<file path="src/rtl/spi_xact_ctrl_if.sv">
// Signal bundle between the SPI transaction sequencer and its surroundings:
// conditioned SPI inputs in, datapath strobes and status out.
interface spi_xact_ctrl_if;
  logic cs_n;
  logic sclk_posedge;
  logic sclk_negedge;
  logic sr_rw_bit;
  logic sr_shift_en;
  logic sr_load;
  logic addr_we;
  logic addr_inc;
  logic dm_we;
  logic miso_capture;
  logic miso_oe;
  logic busy;
  logic xact_done;
  logic abort;
  logic proto_err;

  // The sequencer itself
  modport slave (
    input  cs_n, sclk_posedge, sclk_negedge, sr_rw_bit,
    output sr_shift_en, sr_load, addr_we, addr_inc, dm_we,
    output miso_capture, miso_oe, busy, xact_done, abort, proto_err
  );

  // Input conditioners and datapath driving/observing the sequencer
  modport master (
    output cs_n, sclk_posedge, sclk_negedge, sr_rw_bit,
    input  sr_shift_en, sr_load, addr_we, addr_inc, dm_we,
    input  miso_capture, miso_oe, busy, xact_done, abort, proto_err
  );
endinterface

</file>
<file path="src/rtl/spi_xact_ctrl.sv">
// SPI slave transaction sequencer: counts SCLK edges, decodes {addr, rw} and
// strobes the datapath. Define SPI_BURST_EN for auto-incrementing burst access.
module spi_xact_ctrl #(
  parameter int WIDTH   = 8,
  parameter bit RW_READ = 1'b1
) (
  input  logic         clk,
  input  logic         reset_n,
  spi_xact_ctrl_if.slave bus
);

  localparam int CNT_W = (WIDTH > 1) ? $clog2(WIDTH) : 1;
  localparam logic [CNT_W-1:0] LAST_BIT = CNT_W'(WIDTH - 1);

  typedef enum logic [3:0] {
    IDLE,
    GET_ADDR,
    LATCH_ADDR,
    READ_LOAD,
    READ_SHIFT,
    WRITE_GET,
    WRITE_STORE,
    NEXT,
    HOLD
  } state_t;

  state_t           state_reg, state_next;
  logic [CNT_W-1:0] bit_cnt_reg, bit_cnt_next;
  logic             rw_reg, rw_next;
  logic             data_seen_reg, data_seen_next;
  logic             proto_err_reg, proto_err_next;
  logic             oe_reg, oe_next;

  logic             shift_en;
  logic             load_en;
  logic             addr_we_en;
  logic             addr_inc_en;
  logic             dm_we_en;
  logic             capture_en;
  logic             done_pulse;
  logic             abort_pulse;

  logic             cs_release;
  logic             last_bit;
  logic             rw_is_read;
  logic [CNT_W-1:0] bit_cnt_inc;

  assign cs_release  = (state_reg != IDLE) && bus.cs_n;
  assign last_bit    = (bit_cnt_reg == LAST_BIT);
  assign rw_is_read  = (rw_reg == RW_READ);
  assign bit_cnt_inc = last_bit ? '0 : bit_cnt_reg + CNT_W'(1);

  always_ff @(posedge clk or negedge reset_n) begin
    if (!reset_n) begin
      state_reg     <= IDLE;
      bit_cnt_reg   <= '0;
      rw_reg        <= 1'b0;
      data_seen_reg <= 1'b0;
      proto_err_reg <= 1'b0;
      oe_reg        <= 1'b0;
    end else begin
      state_reg     <= state_next;
      bit_cnt_reg   <= bit_cnt_next;
      rw_reg        <= rw_next;
      data_seen_reg <= data_seen_next;
      proto_err_reg <= proto_err_next;
      oe_reg        <= oe_next;
    end
  end

  always_comb begin
    state_next     = state_reg;
    bit_cnt_next   = bit_cnt_reg;
    rw_next        = rw_reg;
    data_seen_next = data_seen_reg;
    proto_err_next = proto_err_reg;
    oe_next        = oe_reg;
    shift_en       = 1'b0;
    load_en        = 1'b0;
    addr_we_en     = 1'b0;
    addr_inc_en    = 1'b0;
    dm_we_en       = 1'b0;
    capture_en     = 1'b0;
    done_pulse     = 1'b0;
    abort_pulse    = 1'b0;

    if (cs_release) begin
      // Chip-select release beats any SCLK edge; a partial byte is dropped.
      state_next     = IDLE;
      bit_cnt_next   = '0;
      data_seen_next = 1'b0;
      oe_next        = 1'b0;
      done_pulse     = data_seen_reg;
      abort_pulse    = !data_seen_reg;
    end else begin
      case (state_reg)
        IDLE: begin
          if (!bus.cs_n) begin
            state_next     = GET_ADDR;
            bit_cnt_next   = '0;
            proto_err_next = 1'b0;
            data_seen_next = 1'b0;
            oe_next        = 1'b0;
          end
        end

        GET_ADDR: begin
          if (bus.sclk_posedge) begin
            shift_en     = 1'b1;
            bit_cnt_next = bit_cnt_inc;
            if (last_bit) begin
              state_next = LATCH_ADDR;
            end
          end
        end

        LATCH_ADDR: begin
          addr_we_en = 1'b1;
          rw_next    = bus.sr_rw_bit;
          state_next = (bus.sr_rw_bit == RW_READ) ? READ_LOAD : WRITE_GET;
          if (bus.sclk_posedge) begin
            proto_err_next = 1'b1;
          end
        end

        READ_LOAD: begin
          load_en    = 1'b1;
          oe_next    = 1'b1;
          state_next = READ_SHIFT;
          if (bus.sclk_posedge) begin
            proto_err_next = 1'b1;
          end
        end

        READ_SHIFT: begin
          capture_en = bus.sclk_negedge && rw_is_read;
          if (bus.sclk_posedge) begin
            shift_en     = 1'b1;
            bit_cnt_next = bit_cnt_inc;
            if (last_bit) begin
              state_next     = NEXT;
              data_seen_next = 1'b1;
            end
          end
        end

        WRITE_GET: begin
          if (bus.sclk_posedge) begin
            shift_en     = 1'b1;
            bit_cnt_next = bit_cnt_inc;
            if (last_bit) begin
              state_next = WRITE_STORE;
            end
          end
        end

        WRITE_STORE: begin
          dm_we_en       = 1'b1;
          data_seen_next = 1'b1;
          state_next     = NEXT;
          if (bus.sclk_posedge) begin
            proto_err_next = 1'b1;
          end
        end

        NEXT: begin
          if (bus.sclk_posedge) begin
            proto_err_next = 1'b1;
          end
`ifdef SPI_BURST_EN
          addr_inc_en = 1'b1;
          state_next  = rw_is_read ? READ_LOAD : WRITE_GET;
`else
          state_next  = HOLD;
`endif
        end

        // SCLK is ignored here; the MISO enable keeps whatever it had.
        HOLD: begin
          state_next = HOLD;
        end

        default: begin
          state_next = IDLE;
        end
      endcase
    end
  end

  assign bus.sr_shift_en  = shift_en;
  assign bus.sr_load      = load_en;
  assign bus.addr_we      = addr_we_en;
  assign bus.addr_inc     = addr_inc_en;
  assign bus.dm_we        = dm_we_en;
  assign bus.miso_capture = capture_en;
  assign bus.miso_oe      = oe_reg && !bus.cs_n;
  assign bus.busy         = (state_reg != IDLE);
  assign bus.xact_done    = done_pulse;
  assign bus.abort        = abort_pulse;
  assign bus.proto_err    = proto_err_reg;

endmodule

</file>
<file path="src/flat_wrapper.sv">
// flat-port wrapper written by rule: the top's interface ports become plain ports
module spi_xact_ctrl_flat 
#(
  parameter int WIDTH   = 8,
  parameter bit RW_READ = 1'b1
)
  (clk, reset_n, bus_cs_n, bus_sclk_posedge, bus_sclk_negedge, bus_sr_rw_bit, bus_sr_shift_en, bus_sr_load, bus_addr_we, bus_addr_inc, bus_dm_we, bus_miso_capture, bus_miso_oe, bus_busy, bus_xact_done, bus_abort, bus_proto_err);
  spi_xact_ctrl_if bus_i ();
  input  logic clk;
  input  logic reset_n;
  input wire logic [$bits(bus_i.cs_n)-1:0] bus_cs_n;
  input wire logic [$bits(bus_i.sclk_posedge)-1:0] bus_sclk_posedge;
  input wire logic [$bits(bus_i.sclk_negedge)-1:0] bus_sclk_negedge;
  input wire logic [$bits(bus_i.sr_rw_bit)-1:0] bus_sr_rw_bit;
  output wire logic [$bits(bus_i.sr_shift_en)-1:0] bus_sr_shift_en;
  output wire logic [$bits(bus_i.sr_load)-1:0] bus_sr_load;
  output wire logic [$bits(bus_i.addr_we)-1:0] bus_addr_we;
  output wire logic [$bits(bus_i.addr_inc)-1:0] bus_addr_inc;
  output wire logic [$bits(bus_i.dm_we)-1:0] bus_dm_we;
  output wire logic [$bits(bus_i.miso_capture)-1:0] bus_miso_capture;
  output wire logic [$bits(bus_i.miso_oe)-1:0] bus_miso_oe;
  output wire logic [$bits(bus_i.busy)-1:0] bus_busy;
  output wire logic [$bits(bus_i.xact_done)-1:0] bus_xact_done;
  output wire logic [$bits(bus_i.abort)-1:0] bus_abort;
  output wire logic [$bits(bus_i.proto_err)-1:0] bus_proto_err;
  assign bus_i.cs_n = bus_cs_n;
  assign bus_i.sclk_posedge = bus_sclk_posedge;
  assign bus_i.sclk_negedge = bus_sclk_negedge;
  assign bus_i.sr_rw_bit = bus_sr_rw_bit;
  assign bus_sr_shift_en = bus_i.sr_shift_en;
  assign bus_sr_load = bus_i.sr_load;
  assign bus_addr_we = bus_i.addr_we;
  assign bus_addr_inc = bus_i.addr_inc;
  assign bus_dm_we = bus_i.dm_we;
  assign bus_miso_capture = bus_i.miso_capture;
  assign bus_miso_oe = bus_i.miso_oe;
  assign bus_busy = bus_i.busy;
  assign bus_xact_done = bus_i.xact_done;
  assign bus_abort = bus_i.abort;
  assign bus_proto_err = bus_i.proto_err;
  spi_xact_ctrl #(.WIDTH(WIDTH), .RW_READ(RW_READ)) u_core (.clk(clk), .reset_n(reset_n), .bus(bus_i));
endmodule
</file>
<file path="config.mk">
export PLATFORM = sky130hd
export DESIGN_NAME = spi_xact_ctrl_flat
export DESIGN_NICKNAME = d
export VERILOG_FILES = /design/src/rtl/spi_xact_ctrl_if.sv /design/src/rtl/spi_xact_ctrl.sv /design/src/flat_wrapper.sv
export SDC_FILE = /design/constraint.sdc
export NUM_CORES = 1
export LEC_CHECK = 0
export CAP_MARGIN = 20
export CORE_UTILIZATION = 47
export CTS_CLUSTER_SIZE = 10
export DETAILED_ROUTE_END_ITERATION = 16
export PLACE_DENSITY_LB_ADDON = 0.1
export SYNTH_ARGS = -nofsm -noshare
export SYNTH_HDL_FRONTEND = slang
export SYNTH_SLANG_ARGS = --single-unit
</file>
<file path="constraint.sdc">
create_clock -name clk -period 1.9 [get_ports clk]
set_clock_uncertainty 0.15 [all_clocks]
set_input_delay 0.285 -clock clk [delete_from_list [all_inputs] [get_ports clk]]
set_output_delay 0.285 -clock clk [all_outputs]
set_load 0.02 [all_outputs]
</file>
==> metrics.md, run 1 <==
| Metric | Value |
|---|---|
| Via-per-instance ratio | 5.80 |
| Residual DRC | 0 |
| Vias in the first global route | 590 |
| Critical Path Start | u_core.state_reg[2]$_DFFE_PN0P_ |
| Final setup viols | 4 |
| # diodes | 0 |
| H-Tree Depth | 1 |
| Setup slack after layout | -0.0741 ns |
| CTS clk-pin slew, worst paths | 0.07 ns |
| Num rows | 13 |
| Most common cell after layout, fill and taps aside | buf_4 |
| Chip Width | 40.6 microns |
| Multi-input logic area | 425 sq um |
| Warnings, synthesis | 0 |
| Setup CP Type | reg -> out |
| Largest net degree at the start of global routing | 17 |
| Critical Path AT | 1.54 ns |
| Lkg Pwr | 0.503 nW |
| Starting density of the core | 52.0% |
| Endpoint type of the worst setup path | primary output |
| Gp weighted congestion | 0.860 |
| Pwr per Cell Area | 468 nW/um^2 |
| Full die area | 1650 sq um |
| Setup repair after global routing missed its margin | true |
| Clock Latency Late Sink | 0.26 ns |
| CTS tree | done |
| CTS root buf | clkbuf_4 |
| Final period util | 104% |
| Area after DPL | 978 sq um |
| Syn Nets | 86 |
| Peak VDD IR | 0.334 mV |
| Area Growth Syn to Fin | 48.0% |
| Crit path to | bus_busy |
| Nets | 118 |
| Synth Cell Area | 702 sq um |
| Core box area | 1350 sq um |
| FF+latch area | 275 sq um |
| Max Fanout on Critical Path | 4 |
| # IOs | 17 |
| Worst Hold Class | in -> async |
| Register bit total from synthesis | 11 |
| Worst Path Required | 1.46 ns |
| Status | complete, but fails checks |
| Placed Cells | 118 |
| Initial antenna violation count | 0 |
| Max-Cap Viols | 0 |
| TritonCTS Buffers | 3 |
| FMAX | 0.507 GHz |
| Fin cells | 124 |
| Clock Path Buffers | 2 |
| Clock period minus worst slack | 1.97 ns |
| Slew Viols, Final | 0 |
| Area leader, netlist | dfrtp_1 |
| Final instance area | 1040 sq um |
| Most frequent cells in the layout | buf_4 (21), dfrtp_1 (11), nand2_1 (5), clkdlybuf4s50_1 (5) |
| Max reg flops | 4 |
| CP Launch Type | register |
| Reg-to-Reg Start | u_core.state_reg[0]$_DFFE_PN0P_ |
| R2r setup slk | 0.18 ns |
| Die height | 40.6 microns |
| Mean Syn Cell Area | 9.00 sq um |
| Layout cell share with drive strength beyond 1 | 36.7% |
| Clock Sinks | 11 |
| Reg-to-reg endpoint | u_core.rw_is_read$_DFFE_PN0P_ |
| Routed len/inst | 15.0 microns |
| First-pass GRT wire length | 2700 microns |
| Reg2Reg Depth | 5 |
| Total number of vias | 719 |
| Sequential-to-total area share from yosys stat | 39.2% |
| Final ANT Viol Nets | 0 |
| Mapped Cells | 78 |
| Synth unique cells | 35 |
| Global route overflow | 0 |
| Post-DP HPWL | 1290 microns |
| Synth top area share | 39.2% |
| Filler instances | 104 |
| TritonRoute pass-1 iters | 4 |
| WL final | 1870 microns |
| Total track usage | 25.3% |
| Initial drt markers | 30 |
| Port buffer count | 15 |
| Area contributors post-synth | dfrtp_1 (39%), ha_1 (3.6%), nor4_1 (3.6%), a21oi_1 (2.9%), nand2_1 (2.7%) |
| Hold Fails Final Rpt | 0 |
| Failing checks | negative setup slack |
## through the flow
| step | power (mW) | hold WS [ns] | utilization (%) | TNS (ns) | setup slack, ns |
|---|---|---|---|---|---|
| floorplan | 0.287 | -0.161 | - | 0 | 0.0763 |
| global placement | 0.326 | 0.310 | 72.5 | -3.06 | -0.536 |
| detailed placement | 0.328 | 0.310 | 72.5 | -3.12 | -0.562 |
| CTS | 0.493 | 0.221 | 73.4 | -0.351 | -0.135 |
| global route | 0.505 | 0.255 | 76.9 | -0.393 | -0.102 |
| finish | 0.486 | 0.194 | 76.9 | -0.205 | -0.0741 |
## cell type report
| class | count | area share (%) |
|---|---|---|
| Multi-Input combinational cell | 56 | 41.0 |
| Sequential cell | 11 | 26.5 |
| Inverter | 4 | 1.45 |
| Clock buffer | 4 | 2.53 |
| Tap cell | 15 | 1.81 |
| Timing Repair Buffer | 34 | 26.7 |
## worst min path at each step
stage,slack [ns],depth (start not counted),from,endpoint
floorplan,-0.16,0,reset_n,u_core.bit_cnt_reg[0]$_DFFE_PN0P_
global placement,0.31,1,u_core.oe_reg$_DFFE_PN0P_,u_core.oe_reg$_DFFE_PN0P_
detailed placement,0.31,1,u_core.oe_reg$_DFFE_PN0P_,u_core.oe_reg$_DFFE_PN0P_
CTS,0.22,1,reset_n,u_core.bit_cnt_reg[0]$_DFFE_PN0P_
global route,0.26,1,reset_n,u_core.bit_cnt_reg[0]$_DFFE_PN0P_
finish,0.19,1,reset_n,u_core.bit_cnt_reg[0]$_DFFE_PN0P_
## kinds of logic after synthesis
| group | count (synthesis) | share of synthesized area, % |
|---|---|---|
| xor gates and xnor gates | 1 | 2.32 |
| adders and majority gates | 2 | 3.56 |
| muxes | 1 | 1.60 |
| DFF | 11 | 39.2 |
| other | 1 | 0.534 |
| AOI/OAI and AO/OA | 21 | 21.9 |
| buffers and inverters | 11 | 6.77 |
| and+or+nand+nor | 30 | 24.1 |
## cells in the mapped netlist
library cell,n
nor2_1,5
nor4_1,4
buf_4,1
nor3b_1,2
o211ai_1,2
nor3_1,2
a32o_1,1
or3b_2,1
clkbuf_1,4
or4b_1,1
nand2_1,5
o21ba_2,1
nand2b_1,2
dfrtp_1,11
a32oi_1,1
a21o_1,2
xnor2_2,1
and3_1,2
ha_1,2
buf_2,2
a21boi_0,1
nor2b_1,1
a211o_1,1
or4_1,1
a21oi_1,4
nand4b_1,1
mux2_2,1
a311oi_1,1
o21ai_0,2
o21a_1,2
conb_1,1
inv_1,4
a211oi_1,1
nand3_1,3
o311ai_0,2
## repair_timing
| action | CTS | global route |
|---|---|---|
| setup endpoints to repair | 9 | 6 |
| setup buffers | 1 | 1 |
| gates resized for setup | 42 | 10 |
| pin swaps | 1 | 4 |
| hold buffers | 0 | 0 |
| endpoints found under the hold margin | 0 | 0 |
## where the power goes
group          switching (mW)  internal [mW]
sequential            0.00373          0.239
clock                  0.0814         0.0812
combinational          0.0426         0.0385
total                   0.128          0.358
## layer usage
| metal | vias up | global-route usage [%] | wire [microns] |
|---|---|---|---|
| met5 | - | 0 | 0 |
| met2 | 35 | 37.3 | 844 |
| li1 | 349 | - | - |
| met4 | 0 | 12.5 | 23 |
| met1 | 331 | 36.3 | 865 |
| met3 | 4 | 3.26 | 132 |
## worst max-delay path, cell delays in order (launching register included)
cell and delay (ns):
dfrtp_1 0.43, or4_4 0.52, buf_4 0.17, buf_4 0.15
(Power assumes the default switching activity.)
==> run 2: changes to the inputs <==
--- a/config.mk
+++ b/config.mk
@@ -5,11 +5,12 @@
 export SDC_FILE = /design/constraint.sdc
 export NUM_CORES = 1
 export LEC_CHECK = 0
-export CAP_MARGIN = 20
 export CORE_UTILIZATION = 47
+export CTS_BUF_LIST = sky130_fd_sc_hd__clkbuf_16
 export CTS_CLUSTER_SIZE = 10
 export DETAILED_ROUTE_END_ITERATION = 16
 export PLACE_DENSITY_LB_ADDON = 0.1
+export SETUP_SLACK_MARGIN = 0.5
 export SYNTH_ARGS = -nofsm -noshare
 export SYNTH_HDL_FRONTEND = slang
 export SYNTH_SLANG_ARGS = --single-unit
==> metrics.md, run 2 <==
| Metric | Value |
|---|---|
| Starting density of the core | 52.0% (unchanged) |
| Clock Sinks | 11 (unchanged) |
| Synth Cell Area | 702 sq um (unchanged) |
| Post-DP HPWL | 1300 microns (+0.39%) |
| Mapped Cells | 78 (unchanged) |
| Log Error | [ERROR DPL-0038] Utilization greater than 100%, impossible to legalize |
| # IOs | 17 (unchanged) |
| Largest net degree at the start of global routing | 17 |
| Clock Path Buffers | 2 (unchanged) |
| CTS Hold Bufs | 0 (unchanged) |
| Most frequent cells after synthesis | dfrtp_1 (11), nand2_1 (5), nor2_1 (5) |
| Mean Syn Cell Area | 9.00 sq um (unchanged) |
| Area contributors post-synth | dfrtp_1 (39%), ha_1 (3.6%), nor4_1 (3.6%), a21oi_1 (2.9%), nand2_1 (2.7%) |
| Ys flop type | dfrtp_1 |
| Placed Cells | 114 (-3.4%) |
| Failing step | 5_1_grt |
| H-Tree Depth | 1 (unchanged) |
| Sequential-to-total area share from yosys stat | 39.2% (unchanged) |
| Die height | 40.6 microns (unchanged) |
| Async SR Flop Fraction | 100% (unchanged) |
| Area leader, netlist | dfrtp_1 |
| Register bit total from synthesis | 11 (unchanged) |
| Chip Width | 40.6 microns (unchanged) |
| Port buffer count | 15 (unchanged) |
| Post-synth EDFFs | 0 (unchanged) |
| Synth top area share | 39.2% (unchanged) |
| TritonCTS Buffers | 3 (unchanged) |
| Num rows | 13 (unchanged) |
| Warnings, synthesis | 0 (unchanged) |
| Gp weighted congestion | 0.872 (+1.5%) |
| Synth unique cells | 35 (unchanged) |
| GRT worst endpoint | bus_xact_done |
| Worst_ep kind | top-level output |
| Count leader, synth | dfrtp_1 |
| Syn Nets | 86 (unchanged) |
| Status | did not finish |
| CTS root buf | clkbuf_16 |
-- run 2: cell counts after synthesis --
Identical to the previous run, type by type.
-- run 2: logic make-up after synthesis --
kind of cell | synth area share (%)
fa+ha+maj | 3.56
xor+xnor | 2.32
compound gates | 21.9
mux | 1.60
other cells | 0.534
buf+inv | 6.77
simple gates | 24.1
flops | 39.2
-- run 2: repair_timing --
action | 4_1_cts
setup endpoints to repair | 20
hold endpoints to repair | 0
gates resized for setup | 82
setup buffers | 11
pin swaps | 16
-- run 2: stage by stage --
step / area, sq um / setup slack [ns]
after CTS: 1250 / -0.0431
after detailed placement: 987 / -0.546
after global placement: 987 / -0.512
after floorplan: 764 / 0.214
==> run 3: changes to the inputs <==
==> config.mk (replaced) <==
export PLATFORM = sky130hd
export DESIGN_NAME = spi_xact_ctrl_flat
export DESIGN_NICKNAME = d
export VERILOG_FILES = /design/src/rtl/spi_xact_ctrl_if.sv /design/src/rtl/spi_xact_ctrl.sv /design/src/flat_wrapper.sv
export SDC_FILE = /design/constraint.sdc
export NUM_CORES = 1
export LEC_CHECK = 0
export CORE_AREA = 2 2 63 65
export DETAILED_ROUTE_END_ITERATION = 16
export DIE_AREA = 0 0 65 67
export PLACE_DENSITY_LB_ADDON = 0.15
export SYNTH_ARGS = -nofsm -noshare
export SYNTH_HDL_FRONTEND = slang
export SYNTH_SLANG_ARGS = --single-unit
==> metrics.md, run 3 (synthesis gave the netlist of run 1 again) <==
| Metric | Value |
|---|---|
| Status | complete, but fails checks |
| Failing checks | negative setup slack |
| Vias in the first global route | 747 |
| Full die area | 4360 sq um |
| R2r setup slk | 0.20 ns |
| # diodes | 0 |
| Placed Cells | 154 (+35%) |
| Hold Fails Final Rpt | 0 |
| Nets | 121 |
| Final period util | 103% |
| Gp weighted congestion | 0.765 (-12%) |
| CTS tree | done |
| Crit path to | bus_xact_done |
| Worst Path Required | 1.46 ns |
| Setup slack after layout | -0.0554 ns |
| Area Growth Syn to Fin | 59.9% |
| Total track usage | 11.1% |
| Critical path buffers and inverters | 1 |
| DR WL met3 | 41 microns |
| Pre-CTS WS | -0.579 ns (-0.0335 ns) |
| Comb pwr share | 15.2% |
| Final ANT Viol Nets | 0 |
| WL final | 2000 microns |
| Internal power | 430 uW |
| Total number of vias | 706 |
| Final setup viols | 2 |
| TritonCTS Buffers | 3 (unchanged) |
| Max Fanout on Critical Path | 4 |
| First-pass GRT wire length | 3660 microns |
| Pwr per Cell Area | 510 nW/um^2 |
| Most frequent cells in the layout | buf_4 (24), dfrtp_1 (11), clkdlybuf4s50_1 (6) |
| WP depth | 3 |
| Pin slew with the least headroom to its limit | 0.561 ns |
| Slew Viols, Final | 0 |
| DR top layer | met4 |
| Clock Path Buffers | 2 (unchanged) |
| Crit-path cells | or4_4 -> and3_4 -> buf_6 |
| Num rows | 22 (+9) |
| Flop pwr share | 42.4% |
| Worst Hold Class | in -> async |
| Residual DRC | 0 |
| Initial drt markers | 15 |
| Setup repair after global routing missed its margin | true |
| Final instance area | 1120 sq um |
| # IOs | 17 (unchanged) |
| Initial antenna violation count | 0 |
| H-Tree Depth | 1 (unchanged) |
| Peak VDD IR | 0.148 mV |
| Filler instances | 389 |
| Setup CP Type | reg -> out |
| Reg-to-reg endpoint | u_core.bus.proto_err$_DFFE_PN0P_ |
| Critical Path AT | 1.52 ns |
| FMAX | 0.511 GHz |
| CTS root buf | clkbuf_8 |
| Critical Path Start | u_core.state_reg[3]$_DFFE_PN0P_ |
| Largest net degree at the start of global routing | 17 |
| Met2 WL | 985 microns |
| Worst slew margin | 62.5% |
| Most common cell after layout, fill and taps aside | buf_4 |
| DRT met1 WL | 943 microns |
| Endpoint type of the worst setup path | primary output |
| Max incr delay on CP | 0.56 ns |
| Post-DP HPWL | 1470 microns (+14%) |
| Port buffer count | 15 (unchanged) |
| Routed len/inst | 12.5 microns |
| Cell family with the largest share of critical-path delay | simple AND/OR/NAND/NOR gates |
| Starting density of the core | 19.5% (-33 points) |
| Chip Width | 65 microns (+60%) |
| Clock network fraction of total power | 42.4% |
| Psw | 142 uW |
| Fin cells | 160 |
| Lkg Pwr | 0.518 nW |
| Worst path slowest cell | or4_4 |
| Clock period minus worst slack | 1.96 ns |
| Layout cell share with drive strength beyond 1 | 39.3% |
| CP Launch Type | register |
| Core box area | 3610 sq um |
| CTS clk-pin slew, worst paths | 0.06 ns |
| Via-per-instance ratio | 4.41 |
| Max reg flops | 4 |
| Sw Ratio | 24.8% |
| TritonRoute pass-1 iters | 4 |
| Clock Latency Late Sink | 0.24 ns |
| Die height | 67 microns (+65%) |
| Global route overflow | 0 |
| Clock Sinks | 11 (unchanged) |
| Area after DPL | 1040 sq um (+5.6%) |
| Reg-to-Reg Start | u_core.state_reg[3]$_DFFE_PN0P_ |
| Reg2Reg Depth | 5 |
| Max-Cap Viols | 0 |
run 3: cell type report:
| class | count | area [sq um] | share of cell area, % |
|---|---|---|---|
| clock buffer | 4 | 45.0 | 4.01 |
| inverter | 4 | 15.0 | 1.34 |
| multi-input combinational | 56 | 423 | 37.7 |
| sequential | 11 | 275 | 24.5 |
| tap | 48 | 60.1 | 5.35 |
| timing repair buffer | 37 | 304 | 27.1 |
run 3: metrics by stage:
stage	hold slack, ns	setup TNS (ns)	util, %	power (mW)
3_5_place_dp	0.312	-3.48	28.9	0.330
2_1_floorplan	-0.161	0	-	0.287
6_report	0.256	-0.0961	31.1	0.572
3_3_place_gp	0.306	-3.43	28.9	0.329
5_1_grt	0.307	-0.256	31.1	0.606
4_1_cts	0.284	-0.493	30.0	0.585
run 3: worst min path at each step:
| stage | endpoint | from | slack (ns) | cells past startpoint |
|---|---|---|---|---|
| floorplan | u_core.bit_cnt_reg[0]$_DFFE_PN0P_ | reset_n | -0.16 | 0 |
| global route | u_core.bit_cnt_reg[1]$_DFFE_PN0P_ | reset_n | 0.31 | 1 |
| finish | u_core.bit_cnt_reg[1]$_DFFE_PN0P_ | reset_n | 0.26 | 1 |
| detailed placement | u_core.oe_reg$_DFFE_PN0P_ | u_core.oe_reg$_DFFE_PN0P_ | 0.31 | 1 |
| CTS | u_core.state_reg[2]$_DFFE_PN0P_ | reset_n | 0.28 | 1 |
| global placement | u_core.oe_reg$_DFFE_PN0P_ | u_core.oe_reg$_DFFE_PN0P_ | 0.31 | 1 |
run 3: worst register-to-register path: cells and delay by family, from the launching register on:
family | cells | cell delay (ns)
flip-flops | 1 | 0.41
AO/OA/AOI/OAI | 2 | 0.21
buffers and inverters | 2 | 0.25
AND/OR/NAND/NOR | 1 | 0.56
run 3: what timing repair did:
action	CTS	global route
setup buffers	1	1
gates resized for setup	44	9
endpoints found under the setup margin	9	6
hold buffers	0	0
pin swaps	1	3
run 3: metal layers:
metal,vias up,GRT usage [%]
met5,-,0
met4,0,6.38
met3,2,1.52
met2,9,17.1
met1,338,14.7
li1,357,-
run 3: power by group through the flow:
stage	Combinational, mW	Sequential [mW]	Clock, mW
after CTS	0.0864	0.242	0.256
after detailed placement	0.0830	0.247	0
final	0.0872	0.243	0.242
after floorplan	0.0406	0.246	0
after global placement	0.0823	0.247	0
after global routing	0.0972	0.243	0.266
